**config.mk**
```make
export PLATFORM = sky130hd
export DESIGN_NAME = ibuff_reader_flat
export DESIGN_NICKNAME = d
export VERILOG_FILES = /design/src/rtl/ibuff_reader_if.sv /design/src/rtl/ibuff_reader.sv /design/src/flat_wrapper.sv
export SDC_FILE = /design/constraint.sdc
export NUM_CORES = 1
export LEC_CHECK = 0
export CAP_MARGIN = 10
export CORE_AREA = 4 4 230 232
export CTS_CLUSTER_SIZE = 12
export DETAILED_ROUTE_END_ITERATION = 7
export DIE_AREA = 0 0 234 236
export PLACE_DENSITY = 0.46
export REMOVE_ABC_BUFFERS = 1
export SYNTH_ARGS = -nofsm -noshare
export SYNTH_HDL_FRONTEND = slang
export SYNTH_SLANG_ARGS = --single-unit
```
**constraint.sdc**
```tcl
create_clock -name clk -period 3.03 [get_ports clk]
set_input_delay 0.7575 -clock clk [delete_from_list [all_inputs] [get_ports clk]]
set_output_delay 0.7575 -clock clk [all_outputs]
set_load 0.01 [all_outputs]
```
**src/rtl/ibuff_reader_if.sv**
```systemverilog
// ---------------------------------------------------------------------------
// ibuff_reader_if
// Purpose : instruction handshake between the instruction-buffer reader and
//           decode.
// Signals : instr_out    - instruction word presented to decode
//           instr_valid  - instr_out holds a valid instruction
//           instr_ready  - decode accepts instr_out this cycle
//           instr_entry  - buffer entry the instruction came from
//           instr_offset - word index of the instruction inside its line
// Modports: master - the reader (drives instruction, samples ready)
//           slave  - decode (samples instruction, drives ready)
// ---------------------------------------------------------------------------
interface ibuff_reader_if #(
  parameter int INSTR_WIDTH = 32,
  parameter int OFF_W       = 2
);
  logic [INSTR_WIDTH-1:0] instr_out;
  logic                   instr_valid;
  logic                   instr_ready;
  logic [1:0]             instr_entry;
  logic [OFF_W-1:0]       instr_offset;

  modport master (
    output instr_out,
    output instr_valid,
    input  instr_ready,
    output instr_entry,
    output instr_offset
  );

  modport slave (
    input  instr_out,
    input  instr_valid,
    output instr_ready,
    input  instr_entry,
    input  instr_offset
  );
endinterface

```
**src/rtl/ibuff_reader.sv**
```systemverilog
// ---------------------------------------------------------------------------
// ibuff_reader
// Purpose : read side of the frontend instruction buffer. Walks the four
//           cache-line entries in ring order, slices each valid line into
//           INSTR_WIDTH-bit instructions and presents one per cycle to decode.
//           Pulses a one-hot release when the last word of an entry is issued
//           so the fetch side can refill that entry.
// Ports   : clk          - sole clock, rising edge
//           rst          - synchronous active-high reset
//           line_data    - contents of buffer entries 0..3
//           line_valid   - per-entry valid bits
//           flush        - redirect pulse (drops in-flight instruction)
//           flush_entry  - entry to resume at after flush
//           flush_offset - word offset to resume at after flush
//           dec          - instruction handshake (ibuff_reader_if.master)
//           release_out  - one-hot, one-cycle "entry fully consumed" pulse
//                          ("release" itself is a reserved word in SV)
//           stall_count  - cycles with no valid instruction presented
// Options : define IBUFF_RD_PERF_EN to build the saturating stall counter;
//           otherwise stall_count is tied to zero.
// ---------------------------------------------------------------------------
module ibuff_reader #(
  parameter  int CACHE_LINE_SIZE = 128,
  parameter  int INSTR_WIDTH     = 32,
  localparam int WORDS           = CACHE_LINE_SIZE / INSTR_WIDTH,
  localparam int OFF_W           = (WORDS > 1) ? $clog2(WORDS) : 1
) (
  input  logic                       clk,
  input  logic                       rst,
  input  logic [CACHE_LINE_SIZE-1:0] line_data [4],
  input  logic [3:0]                 line_valid,
  input  logic                       flush,
  input  logic [1:0]                 flush_entry,
  input  logic [OFF_W-1:0]           flush_offset,
  ibuff_reader_if.master             dec,
  output logic [3:0]                 release_out,
  output logic [31:0]                stall_count
);

  // Reader state: ISSUE whenever the entry under the read pointer is valid.
  localparam logic [0:0] ST_WAIT  = 1'b0;
  localparam logic [0:0] ST_ISSUE = 1'b1;

  localparam logic [OFF_W-1:0] LAST_OFF = OFF_W'(WORDS - 1);

  logic [1:0]             rd_ptr_q,       rd_ptr_d;
  logic [OFF_W-1:0]       rd_off_q,       rd_off_d;
  logic [INSTR_WIDTH-1:0] instr_out_q,    instr_out_d;
  logic [1:0]             instr_entry_q,  instr_entry_d;
  logic [OFF_W-1:0]       instr_offset_q, instr_offset_d;
  logic                   instr_valid_q,  instr_valid_d;
  logic [3:0]             release_q,      release_d;

  logic [0:0]             state;
  logic                   load;
  logic [CACHE_LINE_SIZE-1:0] cur_line;
  logic [INSTR_WIDTH-1:0] line_words [WORDS];
  logic [INSTR_WIDTH-1:0] cur_word;

  assign cur_line = line_data[rd_ptr_q];

  // Word 0 occupies the least significant bits of the line.
  for (genvar w = 0; w < WORDS; w++) begin : g_words
    assign line_words[w] = cur_line[w*INSTR_WIDTH +: INSTR_WIDTH];
  end

  assign cur_word = line_words[rd_off_q];

  // Decode the current state from the valid bit under the read pointer.
  always_comb begin
    if (line_valid[rd_ptr_q]) begin
      state = ST_ISSUE;
    end else begin
      state = ST_WAIT;
    end
  end

  // Load the output register when a word is available and the slot is free.
  always_comb begin
    load = 1'b0;
    case (state)
      ST_ISSUE: load = (!instr_valid_q || dec.instr_ready) && !flush;
      ST_WAIT:  load = 1'b0;
      default:  load = 1'b0;
    endcase
  end

  // Next-state logic for pointers, output register and release pulse.
  always_comb begin
    rd_ptr_d       = rd_ptr_q;
    rd_off_d       = rd_off_q;
    instr_out_d    = instr_out_q;
    instr_entry_d  = instr_entry_q;
    instr_offset_d = instr_offset_q;
    instr_valid_d  = instr_valid_q;
    release_d      = 4'b0000;
    if (flush) begin
      // Redirect wins over everything; any same-cycle handshake is dropped
      // and the abandoned entry is left for the fetch side to invalidate.
      instr_valid_d = 1'b0;
      rd_ptr_d      = flush_entry;
      rd_off_d      = flush_offset;
    end else if (load) begin
      instr_out_d    = cur_word;
      instr_entry_d  = rd_ptr_q;
      instr_offset_d = rd_off_q;
      instr_valid_d  = 1'b1;
      if (rd_off_q == LAST_OFF) begin
        release_d = 4'b0001 << rd_ptr_q;
        rd_off_d  = '0;
        rd_ptr_d  = rd_ptr_q + 2'd1;
      end else begin
        rd_off_d  = rd_off_q + OFF_W'(1);
      end
    end else if (instr_valid_q && dec.instr_ready) begin
      instr_valid_d = 1'b0;
    end else begin
      instr_valid_d = instr_valid_q;
    end
  end

  // Reader state registers with synchronous reset.
  always_ff @(posedge clk) begin
    if (rst) begin
      rd_ptr_q       <= 2'd0;
      rd_off_q       <= '0;
      instr_out_q    <= '0;
      instr_entry_q  <= 2'd0;
      instr_offset_q <= '0;
      instr_valid_q  <= 1'b0;
      release_q      <= 4'b0000;
    end else begin
      rd_ptr_q       <= rd_ptr_d;
      rd_off_q       <= rd_off_d;
      instr_out_q    <= instr_out_d;
      instr_entry_q  <= instr_entry_d;
      instr_offset_q <= instr_offset_d;
      instr_valid_q  <= instr_valid_d;
      release_q      <= release_d;
    end
  end

  assign dec.instr_out    = instr_out_q;
  assign dec.instr_valid  = instr_valid_q;
  assign dec.instr_entry  = instr_entry_q;
  assign dec.instr_offset = instr_offset_q;
  assign release_out      = release_q;

`ifdef IBUFF_RD_PERF_EN
  logic [31:0] stall_count_q, stall_count_d;

  // Count cycles in which decode sees no instruction, saturating at all-ones.
  always_comb begin
    if (!instr_valid_q && !flush && (stall_count_q != 32'hFFFF_FFFF)) begin
      stall_count_d = stall_count_q + 32'd1;
    end else begin
      stall_count_d = stall_count_q;
    end
  end

  // Stall counter register with synchronous reset.
  always_ff @(posedge clk) begin
    if (rst) begin
      stall_count_q <= 32'd0;
    end else begin
      stall_count_q <= stall_count_d;
    end
  end

  assign stall_count = stall_count_q;
`else
  assign stall_count = 32'd0;
`endif

endmodule

```
**src/flat_wrapper.sv**
```systemverilog
// flat-port wrapper written by rule: the top's interface ports become plain ports
module ibuff_reader_flat 
#(
  parameter  int CACHE_LINE_SIZE = 128,
  parameter  int INSTR_WIDTH     = 32,
  localparam int WORDS           = CACHE_LINE_SIZE / INSTR_WIDTH,
  localparam int OFF_W           = (WORDS > 1) ? $clog2(WORDS) : 1
)
  (clk, rst, line_data, line_valid, flush, flush_entry, flush_offset, release_out, stall_count, dec_instr_out, dec_instr_valid, dec_instr_ready, dec_instr_entry, dec_instr_offset);
  ibuff_reader_if #(.INSTR_WIDTH(INSTR_WIDTH), .OFF_W(2)) dec_i ();
  input  logic clk;
  input  logic rst;
  input  logic [CACHE_LINE_SIZE-1:0] line_data[4];
  input  logic [3:0] line_valid;
  input  logic flush;
  input  logic [1:0] flush_entry;
  input  logic [OFF_W-1:0] flush_offset;
  output logic [3:0] release_out;
  output logic [31:0] stall_count;
  output wire logic [$bits(dec_i.instr_out)-1:0] dec_instr_out;
  output wire logic [$bits(dec_i.instr_valid)-1:0] dec_instr_valid;
  input wire logic [$bits(dec_i.instr_ready)-1:0] dec_instr_ready;
  output wire logic [$bits(dec_i.instr_entry)-1:0] dec_instr_entry;
  output wire logic [$bits(dec_i.instr_offset)-1:0] dec_instr_offset;
  assign dec_instr_out = dec_i.instr_out;
  assign dec_instr_valid = dec_i.instr_valid;
  assign dec_i.instr_ready = dec_instr_ready;
  assign dec_instr_entry = dec_i.instr_entry;
  assign dec_instr_offset = dec_i.instr_offset;
  ibuff_reader #(.CACHE_LINE_SIZE(CACHE_LINE_SIZE), .INSTR_WIDTH(INSTR_WIDTH)) u_core (.clk(clk), .rst(rst), .line_data(line_data), .line_valid(line_valid), .flush(flush), .flush_entry(flush_entry), .flush_offset(flush_offset), .dec(dec_i), .release_out(release_out), .stall_count(stall_count));
endmodule
```
## Yosys cells after proc, flatten, opt, wreduce, memory -nomap -nowiden

Index checks and enable logic that the tools add are counted.

| cells by class | value |
|---|---|
| add/sub/neg operators | 2 |
| magnitude comparators | 3 |
| equal/unequal tests | 1 |
| shifts and indexed selects | 1 |
| multiplexer cells | 18 |
| bitwise operators | 6 |
| reduce and logical (&&, ||, !) cells | 12 |

Operator list:

| cell | count |
|---|---|
| 128-bit binary-select mux with 2-bit select | 1 |
| 128-bit two-way mux | 2 |
| 32-bit binary-select mux with 2-bit select | 1 |
| 32-bit two-way mux | 2 |
| 2-bit two-way mux | 6 |
| 3-bit >= comparator, second input constant | 2 |
| 2-bit NOT with 3-bit output | 2 |
| 2-bit nonzero test | 3 |
| 2-bit by 1-bit adder with 2-bit output, second input constant | 2 |
| 1-bit two-way mux | 4 |
| 1-bit NOT | 4 |
| 2-bit AND reduction | 2 |
| 4-bit OR reduction | 1 |
| 1-bit by 2-bit << shifter with 4-bit output, first input constant | 1 |
| 2-bit by 3-bit less-than comparator with 1-bit output, second input constant | 1 |
| 1-bit binary-select mux with 2-bit select | 1 |
| 2-bit equality test, second input constant | 1 |
| 1-bit logical AND | 2 |
| 1-bit logical NOT | 2 |
| 1-bit one-hot mux with 2 select lines | 1 |
| 2-bit OR reduction | 1 |
| 1-bit logical OR | 1 |

| storage, ports and cells | value |
|---|---|
| flip-flop bits (word level) | 45 |
| bits of input ports | 524 |
| output and inout bits | 73 |
| word-level logic and storage cells | 50 |

## Longest topological paths before layout

Gate-level depths: netlist of run 1.

| logic depth | value |
|---|---|
| depth after elaboration | 7 |
| gate-level depth with buffers | 6 |

## Worst setup path before layout of run 1

OpenSTA, ideal clock, no wires.

| path | value |
|---|---|
| path type | in2reg |
| start point | input line_valid[3] |
| end point | register u_core.instr_out_q[10], in the netlist u_core.dec.instr_out[10] |
| data arrival time | 1.880 ns |
| required time | 2.892 ns |
| setup slack | 1.012 ns |
| stages on the path | 4 |
| buffers on the path | 1 |
| path through | mux4_2 nand4_1 clkbuf_1 o221ai_1 |

| on the way | value |
|---|---|
| word-level cells in the longest chain between the ends | 6 |

RTL lines:

| element | RTL line | RTL |
|---|---|---|
| start: declaration | flat_wrapper.sv:14 | `input logic [3:0] line_valid;` |
| 1-bit binary-select mux with 2-bit select (*) | ibuff_reader.sv:71 | `if (line_valid[rd_ptr_q]) begin` |
| 1-bit two-way mux (implied by the code) (*) | ibuff_reader.sv:71 |  |
| 1-bit two-way mux (*) | ibuff_reader.sv:71 |  |
| 1-bit NOT | ibuff_reader.sv:81 | `case (state)` |
| 1-bit one-hot mux with 2 select lines (*) | ibuff_reader.sv:81 |  |
| 2-bit AND reduction (no source line) (*) | - |  |
| end signal: assignment | ibuff_reader.sv:135 | `instr_out_q <= instr_out_d;` |
| end: declaration | ibuff_reader.sv:48 | `logic [INSTR_WIDTH-1:0] instr_out_q, instr_out_d;` |

Mark *: on every way between the ends. The rest lies on a longest branch, timed or not. The select of a mux whose other input is x is not followed.
A chain may end at the register's enable or synchronous reset.

## Final worst setup path of run 1

| path | value |
|---|---|
| start point | input line_valid[2] |
| end point | register u_core.instr_out_q[29], in the netlist u_core.dec.instr_out[29] |

The elaborated chain is that of the path after synthesis.

==> out/qor.yml, run 1 <==
outcome:
  outcome: "completed"
finish:
  fillers: 5420
  layout_commonest_cell: "clkdlybuf4s50_1"
  final_cell_mix: "563 x clkdlybuf4s50_1, 129 x mux4_2, 64 x mux2i_1"
  num_antenna_cells: 0
  layout-drive-gt1-share_pct: 17.81
  post-route-util_pct: 24.89
  fin_cells: 1713
  syn_to_final_growth_pct: 108.9
  final_nets: 1557
routing:
  wl_per_cell_um: 20.44
  drc: 0
  via_per_inst: 4.036
  via_count: 6914
  dr.pass1.iters: 6
  wl_mm: 35.02
  drt-initial-drc-count: 328
  antenna_left: 0
power:
  p_int_mw: 2.115
  ir_worst_vdd_uv: 166.6
  pwr-share-seq_pct: 22.7
  p_comb_share_pct: 57.4
  switching_share_pct: 30.85
  cellPowerDensity_nw_per_um2: 241.0
  cellLeakagePower_nw: 4.470
  pwr-share-clk_pct: 19.9
  switchingPower_mw: 0.9436
global_route:
  antenna_found_initial: 1
  grt_overflow_total: 0
  grt_use_total_pct: 11.93
  use_met2_pct: 21.70
  grt-busiest-layer: "met2"
  grt_max_degree: 37
  grt_use_met1_pct: 13.73
  grt_pass1_vias: 7702
  grt_pass1_wl_mm: 49.31
  met3_usage_pct: 3.382
floorplan:
  die_w_um: 234
  io_pins: 597
  die_h_um: 236
  rows: 83
  coreArea_sq_um: 50990
  die-area_sq_um: 55220
  start_util_pct: 11.91
cts:
  post_cts_buffers: 0
  ctsHtreeMaxLevel: 2
  clk-insertion-delay-late_ps: 310
  postCtsHoldBufs: 0
  cts_buffers: 5
  clock_path_buffers: 2
  cts_sinks: 45
  cts-root-buf: "clkbuf_16"
  cts_resized: 0
  cts_tree: "yes"
  clk_pin_slew_worst_paths_ps: 80
sta:
  min_period_ps: 2374
  rsz0062_at_grt: "false"
  clock_skew_ps: 10.40
  maxSlewHeadroom_pct: 53.22
  setup_viol: 0
  final_max_slew_viol_count: 0
  tightest_slew_ps: 701.7
  fin_hold_ws_ps: 540.7
  fmax_ghz: 0.4213
  timing.final.crit_share_pct: 78.34
  hold_viol: 0
critical_path:
  critPathArrivalTime_ps: 2600
  r2r_end: "u_core.dec.instr_out[29]"
  ff2ff_setup_slack_ps: 830
  worst_ep_required_time_ps: 3250
  worstSetupPathType: "primary input to flip-flop"
  path_max_fanout: 21
  r2r_cells: 4
  cp-end-kind: "flip-flop"
  critPathLaunchType: "primary input"
  r2r-start: "u_core.rd_ptr_q[0]"
synthesis:
  synth.top_cell.area_share_pct: 47.83
  ys_warn_count: 0
  yosysTopAreaCell: "mux4_2"
  synth_top_family_by_area: "multiplexers"
  synth_ff_type: "dfxtp_1"
  avgSynthCellArea_sq_um: 12.42
  ys_seq_area_share_pct: 14.83
  synth_edf_count: 0
  synth_cell_types: 35
  async_reset_ff_share_pct: 0
  synth_compound_area_share_pct: 12.15
  synthCells: 489
  synth_seq_cells: 45
  synth-simple-area-share_pct: 2.781
  synth_adder_area_share_pct: 0.2060
  synthXorXnorAreaFrac_pct: 0
  synthMuxAreaShare_pct: 58.56
  syn_area_sq_um: 6075
  synthTopCellsByArea: "mux4_2 48%, dfxtp_1 15%, mux2i_1 11%"
flow_run:
  drv_cap: 0
place:
  dp_hpwl_mm: 30.17
  numPortBuffers: 564
  place_congestion: 0.8152
  dpl.cell_count: 1705
min_path:
  hold_path.class: "flip-flop to flip-flop"
  min_path_cells: 2
  hold_start: "u_core.rd_off_q[0]"
  min_to: "u_core.dec.instr_offset[0]"
-- cells in the mapped netlist (all sizes together) (2+ instances only) --
master,instances
a31oi,2
o221ai,32
mux4,129
clkbuf,33
nand4,8
a21oi,4
a311o,32
buf,64
and4,3
dfxtp,45
nand2,2
and2,2
a31o,5
inv,40
mux2i,64
nor4,2
nor2,5
nor2b,3
a311oi,2
-- registers in the layout, summed over array words and instances (netlist names) --
| name | cells |
|---|---|
| u_core.dec.instr_offset | 2 |
| u_core.dec.instr_valid | 1 |
| u_core.rd_ptr_q | 2 |
| u_core.rd_off_q | 2 |
| u_core.release_out | 4 |
| u_core.dec.instr_entry | 2 |
| u_core.dec.instr_out | 32 |
-- power by group through the flow --
stage	combinational, mW	clock, mW	sequential, mW
6_report	1.76	0.609	0.693
3_3_place_gp	1.78	0	0.708
5_1_grt	1.88	0.673	0.703
2_1_floorplan	0.722	0	0.787
3_5_place_dp	1.78	0	0.709
4_1_cts	1.79	0.655	0.696
-- critical path, stage by stage --
cell and delay [ps]:
clkdlybuf4s50_1 430, mux4_2 640, buf_4 290, a311o_1 390, o221ai_1 80
-- how the worst max path moves through the flow --
stage | from | end | slack (ps)
final | line_valid[2] | u_core.dec.instr_out[29] | 660
after global routing | line_valid[2] | u_core.dec.instr_out[29] | 610
after CTS | line_valid[2] | u_core.dec.instr_out[29] | 690
after detailed placement | line_valid[2] | u_core.dec.instr_out[29] | 360
after global placement | line_valid[3] | u_core.rd_off_q[0] | 370
after floorplan | u_core.rd_ptr_q[0] | u_core.dec.instr_out[30] | -5000
-- stage by stage --
stage	TNS (ps)	total power, mW	instance area (sq um)	setup WS (ps)
finish	0	3.058	12690	656.3
global route	0	3.255	12690	610.7
CTS	0	3.139	12690	691.1
detailed placement	0	2.493	12540	363.7
global placement	0	2.488	12540	365.3
floorplan	-212430	1.509	5652	-4995
-- cell families (layout without fill, tap and decap cells) --
group	after synthesis	in the layout
buffers and inverters	138	651
AO/OA/AOI/OAI	81	81
flip-flops	45	45
other	1	32
multiplexers	194	194
AND/OR/NAND/NOR	29	29
adder cells (fa/ha/maj)	1	1
-- cell type report --
class	count	area [sq um]	share of cell area, %
clock buffers	5	125.1	0.9859
clock inverters	3	25.02	0.1972
inverters	41	156.4	1.232
multi-input cells	337	4599	36.24
flip-flops and latches	45	908.4	7.158
well taps	680	850.8	6.704
repair buffers	602	6026	47.48
-- per-layer routing --
layer  routed length (um)  vias up
met4                  593        2
li1                     -     3105
met2                17920      385
met5                   14        -
met3                 3320       24
met1                13170     3398
(Power assumes the default switching activity.)
==> run 2, diff against run 1 <==
clock period = 2.3 ns   (was 3.03 ns; I/O delays follow)
==> run 2 against run 1 <==
Largest cell class unchanged; final area increased by 0.99%; critical path type unchanged; register-to-register slack got worse by 510 ps; sequential power increased by 28%; clock power increased by 33%; worst hold slack about the same; non-clock buffer count increased by 8; total power increased by 34%; final cell count increased by 0.53%; global-route usage about the same; combinational power increased by 36%; critical path depth unchanged.
==> out/qor.yml, run 2 (synthesis results as in run 1) <==
outcome:
  outcome: "completed"
floorplan:
  io_pins: 597  # unchanged
  die_w_um: 234  # unchanged
  start_util_pct: 11.91  # unchanged
  die-area_sq_um: 55220  # unchanged
  rows: 83  # unchanged
  coreArea_sq_um: 50990  # unchanged
  die_h_um: 236  # unchanged
power:
  ir_worst_vdd_uv: 265.4  # +59%
  p_int_mw: 2.823  # +33%
  power_mw: 4.086  # +34%
  pwr-share-clk_pct: 19.8  # about the same
  switching_share_pct: 30.91  # +0.058 points
  pwr-share-seq_pct: 21.7  # -1.0 points
  cellLeakagePower_nw: 4.532  # +1.4%
  p_comb_share_pct: 58.4  # +1.0 points
  switchingPower_mw: 1.263  # +34%
  cellPowerDensity_nw_per_um2: 318.8  # +32%
sta:
  final_max_slew_viol_count: 0  # unchanged
  fmax_ghz: 0.4733
  clock_skew_ps: 9.197  # -1.205 ps
  hold_viol: 0  # unchanged
  rsz0062_at_grt: "false"
  timing.final.crit_share_pct: 91.87
  min_period_ps: 2113
  fin_hold_ws_ps: 540.6  # -0.03500 ps
  setup_viol: 0  # unchanged
critical_path:
  cp-end-kind: "flip-flop"
  slowest_delay_ps: 640  # about the same
  worst_ep_required_time_ps: 2460  # -790 ps
  path_max_fanout: 32  # +52%
  critPathLaunchType: "primary input"
  worstSetupPathType: "primary input to flip-flop"
  critPathArrivalTime_ps: 2280  # -320 ps
  cpMaxStageDelayCell: "mux4_2"
  path_cells: "clkdlybuf4s50_1 > mux4_2 > nand4_1 > buf_12 > o221ai_1"
routing:
  via_count: 6824  # -1.3%
  antenna_left: 0  # unchanged
  wl_mm: 35.47  # +1.3%
  dr.pass1.iters: 4  # -2
  drt-initial-drc-count: 275  # -16%
  drc: 0  # unchanged
  wl_per_cell_um: 20.60  # +0.76%
  via_per_inst: 3.963  # -1.8%
cts:
  cts_buffers: 5  # unchanged
  cts-root-buf: "clkbuf_16"
  cts_tree: "yes"
  cts_resized: 0  # unchanged
  post_cts_buffers: 0  # unchanged
  postCtsHoldBufs: 0  # unchanged
  clk-insertion-delay-late_ps: 310  # about the same
  clk_pin_slew_worst_paths_ps: 70  # about the same
  cts_sinks: 45  # unchanged
  clock_path_buffers: 2  # unchanged
  ctsHtreeMaxLevel: 2  # unchanged
global_route:
  grt_pass1_wl_mm: 49.38  # +0.13%
  grt_pass1_vias: 7761  # +0.77%
  grt_max_degree: 68  # +84%
  antenna_found_initial: 1  # unchanged
  grt_use_total_pct: 11.89  # -0.036 points
  grt_overflow_total: 0  # unchanged
finish:
  layout_commonest_cell: "clkdlybuf4s50_1"
  largest_reg_flops: 32  # unchanged
  syn_to_final_growth_pct: 111.0
  post-route-util_pct: 25.13  # +0.25 points
  final_nets: 1565  # +0.51%
  fin_cells: 1722  # +0.53%
  final_cell_mix: "563 x clkdlybuf4s50_1, 129 x mux4_2, 64 x mux2i_1"
  fin_area_sq_um: 12820  # +0.99%
  layout-drive-gt1-share_pct: 18.44  # +0.63 points
place:
  place_area_sq_um: 12660  # +0.98%
  dpl.cell_count: 1713  # +0.47%
  place_congestion: 0.8199  # +0.58%
  dp_hpwl_mm: 30.60  # +1.4%
  numPortBuffers: 564  # unchanged
min_path:
  hold_path.class: "flip-flop to flip-flop"
flow_run:
  drv_cap: 0  # unchanged
==> run 2: power groups by stage <==
stage / clock [mW] / sequential [mW] / combinational, mW
after detailed placement: 0 / 0.909 / 2.43
after floorplan: 0 / 1.04 / 0.951
after CTS: 0.863 / 0.891 / 2.44
final: 0.809 / 0.889 / 2.39
after global routing: 0.879 / 0.899 / 2.56
after global placement: 0 / 0.908 / 2.42
==> run 2: per-layer routing <==
metal  global-route usage (%)  up-vias  part of all wire [%]
li1                         -     3125                     -
met1                    13.31     3337                    37
met2                    22.60      345                    53
met3                    3.273       15                   8.9
met4                    1.909        2                  0.96
met5                        0        -                 0.037
==> run 2: stage by stage <==
stage               worst slack (ps)  TNS (ps)
floorplan                      -5725   -245280
global placement              -120.9     -2716
detailed placement            -109.2     -3199
CTS                            215.3         0
global route                   112.2         0
finish                         187.1         0
==> run 2: worst paths after layout <==
kind	from	endpoint	slack (ps)	depth (start not counted)
worst max-delay path	line_valid[3]	u_core.dec.instr_out[14]	190	5
worst min register to register	u_core.dec.instr_entry[0]	u_core.dec.instr_entry[0]	540	3
worst max register to register	u_core.rd_ptr_q[0]	u_core.dec.instr_out[3]	320	5
worst min-delay path	u_core.dec.instr_entry[0]	u_core.dec.instr_entry[0]	540	3
==> run 2: layout make-up <==
cell class	count	area [sq um]
fill	5387	38170
tap	680	850.8
timing repair buffer	610	6148
inverter	41	156.4
sequential	45	908.4
antenna	1	2.502
clock inverter	3	25.02
multi-input combinational	337	4599
clock buffer	5	125.1
==> run 2: worst max-delay path: cells and delay by family <==
family	cells	cell delay, ps
buffers and inverters	2	650
AO/OA/AOI/OAI	1	170
multiplexers	1	640
AND/OR/NAND/NOR	1	210
==> RTL change 1: new RTL, flow settings as in run 1 <==
Build with the macro `IBUFF_RD_PERF_EN` defined.
--- a/src/rtl/ibuff_reader.sv
+++ b/src/rtl/ibuff_reader.sv
@@ -20,4 +20,6 @@
 //           otherwise stall_count is tied to zero.
 // ---------------------------------------------------------------------------
+`define IBUFF_RD_PERF_EN
+
 module ibuff_reader #(
   parameter  int CACHE_LINE_SIZE = 128,
Function: changed (Yosys sat finds a counterexample within 4 cycles, from zero or initial values and one cycle with rst high).
==> RTL change 1 against run 1 <==
- utilization grew 2.9 points
- cell count grew 11%
- sequential cell count grew 32
- cell area grew 12%
- power grew 29%
- combinational power shrank 5%
- setup slack lost 0.17 ns
- synthesized area grew 13%
- wire length grew 40%
==> RTL change 1: results (changes against run 1) <==
Fraction of area in registers: 0.109 (+0.0376)
Peak VDD IR: 245 uV (+47%)
Hold Path Sink: u_core.dec.instr_entry[0]
Vias per inst: 4.42 (+9.6%)
Detail Placement HPWL: 41800 um (+39%)
Core Util, Final: 0.278 (+0.0294)
Wire length per cell: 25.8 um (+26%)
Worst R2R End: u_core.stall_count[14]
Largest net degree at the start of global routing: 55 (+49%)
ClkCell Share: 0.0212 (+0.00933)
Initial antenna violation count: 36 (+35)
Placer congestion estimate: 0.858 (+5.3%)
Synth top cells by count: mux4_2, a21oi_1, dfxtp_1, a22oi_1, nor2_1
CLK BUF: 9 (+4)
Reg2Reg Depth: 6 (+2)
GRT met3 Usage: 0.0690 (+0.0351)
Slew of the pin with the lowest slew margin: 0.789 ns (+0.0873 ns)
Worst path slowest cell: or4_4
Fillers: 5346 (-1.4%)
H-tree Lvls: 3 (+1)
Worst Setup SP: u_core.stall_count[0]
Vias in the first global route: 9076 (+18%)
Buffer share of cell area: 0.449 (-0.0257)
Length of the first detailed-routing pass in iterations: 5 (-1)
Synth Register Bits: 77 (+71%)
Inserted Diodes: 14 (+14)
XOR/XNOR share of the synthesized area: 0.00893 (+0.00893)
Hold Startpoint: u_core.dec.instr_entry[0]
Seq/Total Area, Yosys: 0.225 (+0.0763)
R2R setup slack: 0.49 ns (-0.34 ns)
Number of DRC markers in iteration 0: 533 (+63%)
Met2 Resource Use GR: 0.301 (+0.0838)
Port Buffer Count: 596 (+5.7%)
Cells after synthesis: 631 (+29%)
Multi-In Gates: 483 (+43%)
First-pass GRT wire length: 67900 um (+38%)
Post-synthesis compound-gate area fraction: 0.174 (+0.0528)
Fin Clk Skew: 0.00713 ns (-0.00327 ns)
Final wirelength: 49200 um (+40%)
Area after DPL: 13900 um^2 (+10%)
Delay-heaviest family, CP: simple AND/OR/NAND/NOR gates
P_leak: 4.59 nW (+2.7%)
Worst Path Max Fanout: 14 (-33%)
Nets@finish: 1731 (+11%)
Metal-1 WL: 18900 um (+44%)
Invs w/o clock: 5 (-88%)
Adder-cell share of the synthesized area: 0.00365 (+0.00159)
Setup WS pre-CTS: 0.202 ns (-0.162 ns)
M1 GR Usage: 0.201 (+0.0636)
Total track usage: 0.172 (+0.0525)
Multiplexer share of the synthesized area: 0.430 (-0.156)
Outcome: completed
Multi-input combinational area share: 0.357 (-0.00560)
Buffers outside the clock class: 629 (+4.5%)
[RTL change 1: changes by cell type after synthesis, sizes merged, moves of 21 or more]
cell | run 1 | this run
buf | 64 | 22
inv | 40 | 5
nor2 | 5 | 52
a21oi | 4 | 88
dfxtp | 45 | 77
nand2 | 2 | 23
o221ai | 32 | 0
mux2i | 64 | 1
a22oi | 0 | 64
a311o | 32 | 3
[RTL change 1: power breakdown]
part	total (mW)	switching, mW	internal, mW
clock	1.18	0.533	0.644
sequential	1.11	0.0517	1.06
combinational	1.68	0.574	1.10
[RTL change 1: worst max path at each step]
stage / cells past startpoint / endpoint / slack (ns)
after global routing: 6 / u_core.stall_count[14] / 0.30
after global placement: 6 / u_core.rd_ptr_q[0] / 0.21
after detailed placement: 6 / u_core.rd_ptr_q[0] / 0.20
after floorplan: 5 / u_core.rd_off_q[0] / -5.07
after CTS: 6 / u_core.stall_count[14] / 0.51
final: 6 / u_core.stall_count[14] / 0.49
==> RTL change 2: new RTL, settings of run 1 <==
Made on the original files. Add an input register stage for `flush_offset`; this delays it by one clock. The other inputs are not delayed to match.
--- a/src/rtl/ibuff_reader.sv
+++ b/src/rtl/ibuff_reader.sv
@@ -43,4 +43,10 @@
 
   localparam logic [OFF_W-1:0] LAST_OFF = OFF_W'(WORDS - 1);
+
+  logic [OFF_W-1:0] flush_offset_q;
+
+  always_ff @(posedge clk) begin
+    flush_offset_q <= flush_offset;
+  end
 
   logic [1:0]             rd_ptr_q,       rd_ptr_d;
@@ -100,5 +106,5 @@
       instr_valid_d = 1'b0;
       rd_ptr_d      = flush_entry;
-      rd_off_d      = flush_offset;
+      rd_off_d      = flush_offset_q;
     end else if (load) begin
       instr_out_d    = cur_word;
Behaviour: not the same (a bounded check fails within 4 cycles, from zero or initial values and one cycle with rst high).
==> RTL change 2 against run 1 <==
- via count is 8.0% lower
- first-iteration DRC count is 33% lower
- wire length is 0.43% higher
- global-route usage is 0.26 points higher
- synthesized area is 4.0% lower
- fmax is 3.6% lower
- sequential cell count is 2 higher
- power is 3.5% higher
- setup slack worse by 0.088 ns
- non-clock buffer count is 9 lower
- cell area is 1.9% lower
==> RTL change 2: results (changes against run 1) <==
Outcome: completed
Period utilization: 0.812 (+0.0289)
Total track usage: 0.122 (+0.00258)
Slew of the pin with the lowest slew margin: 0.686 ns (-0.0154 ns)
Clock Path Buffers: 2 (unchanged)
CP Data Arrival Time: 2.68 ns (+0.08 ns)
Slowest stage delay, CP: 0.53 ns (-0.11 ns)
Initial antenna violation count: 2 (+1)
Placer congestion estimate: 0.851 (+4.4%)
First-pass GRT wire length: 49700 um (+0.69%)
Worst reg2reg startpoint: u_core.rd_off_q[0]
Metal-1 WL: 13700 um (+4.3%)
Setup crit end: u_core.dec.instr_out[12]
Reg2Reg Depth: 5 (+1)
Cells after synthesis: 435 (-11%)
Worst Setup SP: line_valid[1]
Met3 routed WL: 2340 um (-29%)
Fin Clk Skew: 0.0120 ns (+0.00164 ns)
P_leak: 4.10 nW (-8.3%)
Area contributors post-synth: mux4_2, dfxtp_1, mux2i_1
Share of post-route cells with drive strength above 1: 0.188 (+0.00944)
Number of DRC markers in iteration 0: 219 (-33%)
Vias: 6362 (-8.0%)
Vias in the first global route: 7453 (-3.2%)
Nets@finish: 1505 (-3.3%)
Largest net degree at the start of global routing: 74 (+100%)
Length of the first detailed-routing pass in iterations: 4 (-2)
Worst Path Max Fanout: 17 (-19%)
Wire length per cell: 21.1 um (+3.5%)
Metal2 WL: 18500 um (+3.3%)
R2R setup slack: 0.73 ns (-0.10 ns)
Synth top cells by count: mux4_2, mux2i_1, dfxtp_1, buf_4, nand3b_1
Netlist cell types: 34 (-2.9%)
CTS buffer count: 5 (unchanged)
Detail Placement HPWL: 30200 um (+0.15%)
Area after DPL: 12300 um^2 (-2.1%)
Peak VDD IR: 303 uV (+82%)
Setup WS pre-CTS: 0.229 ns (-0.135 ns)
Top Layer Used: met4
[RTL change 2: area by class of cell]
type                            count  area [um^2]
Timing Repair Buffer              593         5960
Clock inverter                      3         46.3
Fill cell                        5378        38500
Antenna cell                        2         5.00
Tap cell                          680          851
Multi-Input combinational cell    331         4510
Clock buffer                        5          125
Sequential cell                    47          952
Inverter                            2         7.51
[RTL change 2: per-layer routing]
| layer | track usage | vias to the layer above |
|---|---|---|
| li1 | - | 2905 |
| met1 | 0.144 | 3152 |
| met2 | 0.225 | 283 |
| met3 | 0.0254 | 22 |
| met4 | 0.0272 | 0 |
| met5 | 0 | - |
[RTL change 2: metrics by stage]
stage                     power, mW  TNS [ns]
final                          3.17         0
after floorplan                1.55   -142.33
after global placement         2.51         0
after global routing           3.37         0
after CTS                      3.27         0
after detailed placement       2.52         0
[RTL change 2: how the worst min path moves through the flow]
| stage | startpoint | endpoint | slack, ns | depth (start not counted) |
|---|---|---|---|---|
| after floorplan | u_core.flush_offset_q[1] | u_core.rd_off_q[1] | 0.43 | 2 |
| after global placement | u_core.dec.instr_entry[1] | u_core.dec.instr_entry[1] | 0.45 | 2 |
| after detailed placement | u_core.dec.instr_entry[1] | u_core.dec.instr_entry[1] | 0.45 | 2 |
| after CTS | u_core.dec.instr_entry[1] | u_core.dec.instr_entry[1] | 0.46 | 2 |
| after global routing | u_core.dec.instr_entry[0] | u_core.dec.instr_entry[0] | 0.48 | 2 |
| final | u_core.dec.instr_entry[1] | u_core.dec.instr_entry[1] | 0.46 | 2 |
[RTL change 2: kinds of logic after synthesis]
group | Yosys count | share of synthesized area
other | 1 | 0.000643
multiplexers | 194 | 0.610
adder cells (fa/ha/maj) | 1 | 0.00214
flip-flops | 47 | 0.161
AND/OR/NAND/NOR | 62 | 0.0684
buffers and inverters | 88 | 0.0873
XOR/XNOR | 1 | 0.00150
AO/OA/AOI/OAI | 41 | 0.0691
[RTL change 2: power breakdown]
part	total, mW	switching [mW]	internal (mW)	leakage (nW)
registers	0.733	0.0660	0.667	0.386
logic	1.73	0.569	1.17	3.63
clock network	0.698	0.303	0.394	0.0804
total	3.17	0.938	2.23	4.10
[RTL change 2: tightest hold or removal path, cell delays in order, from the launching register on]
cell and delay [ns]:
dfxtp_1 0.31, nand2_1 0.05, a21oi_1 0.05
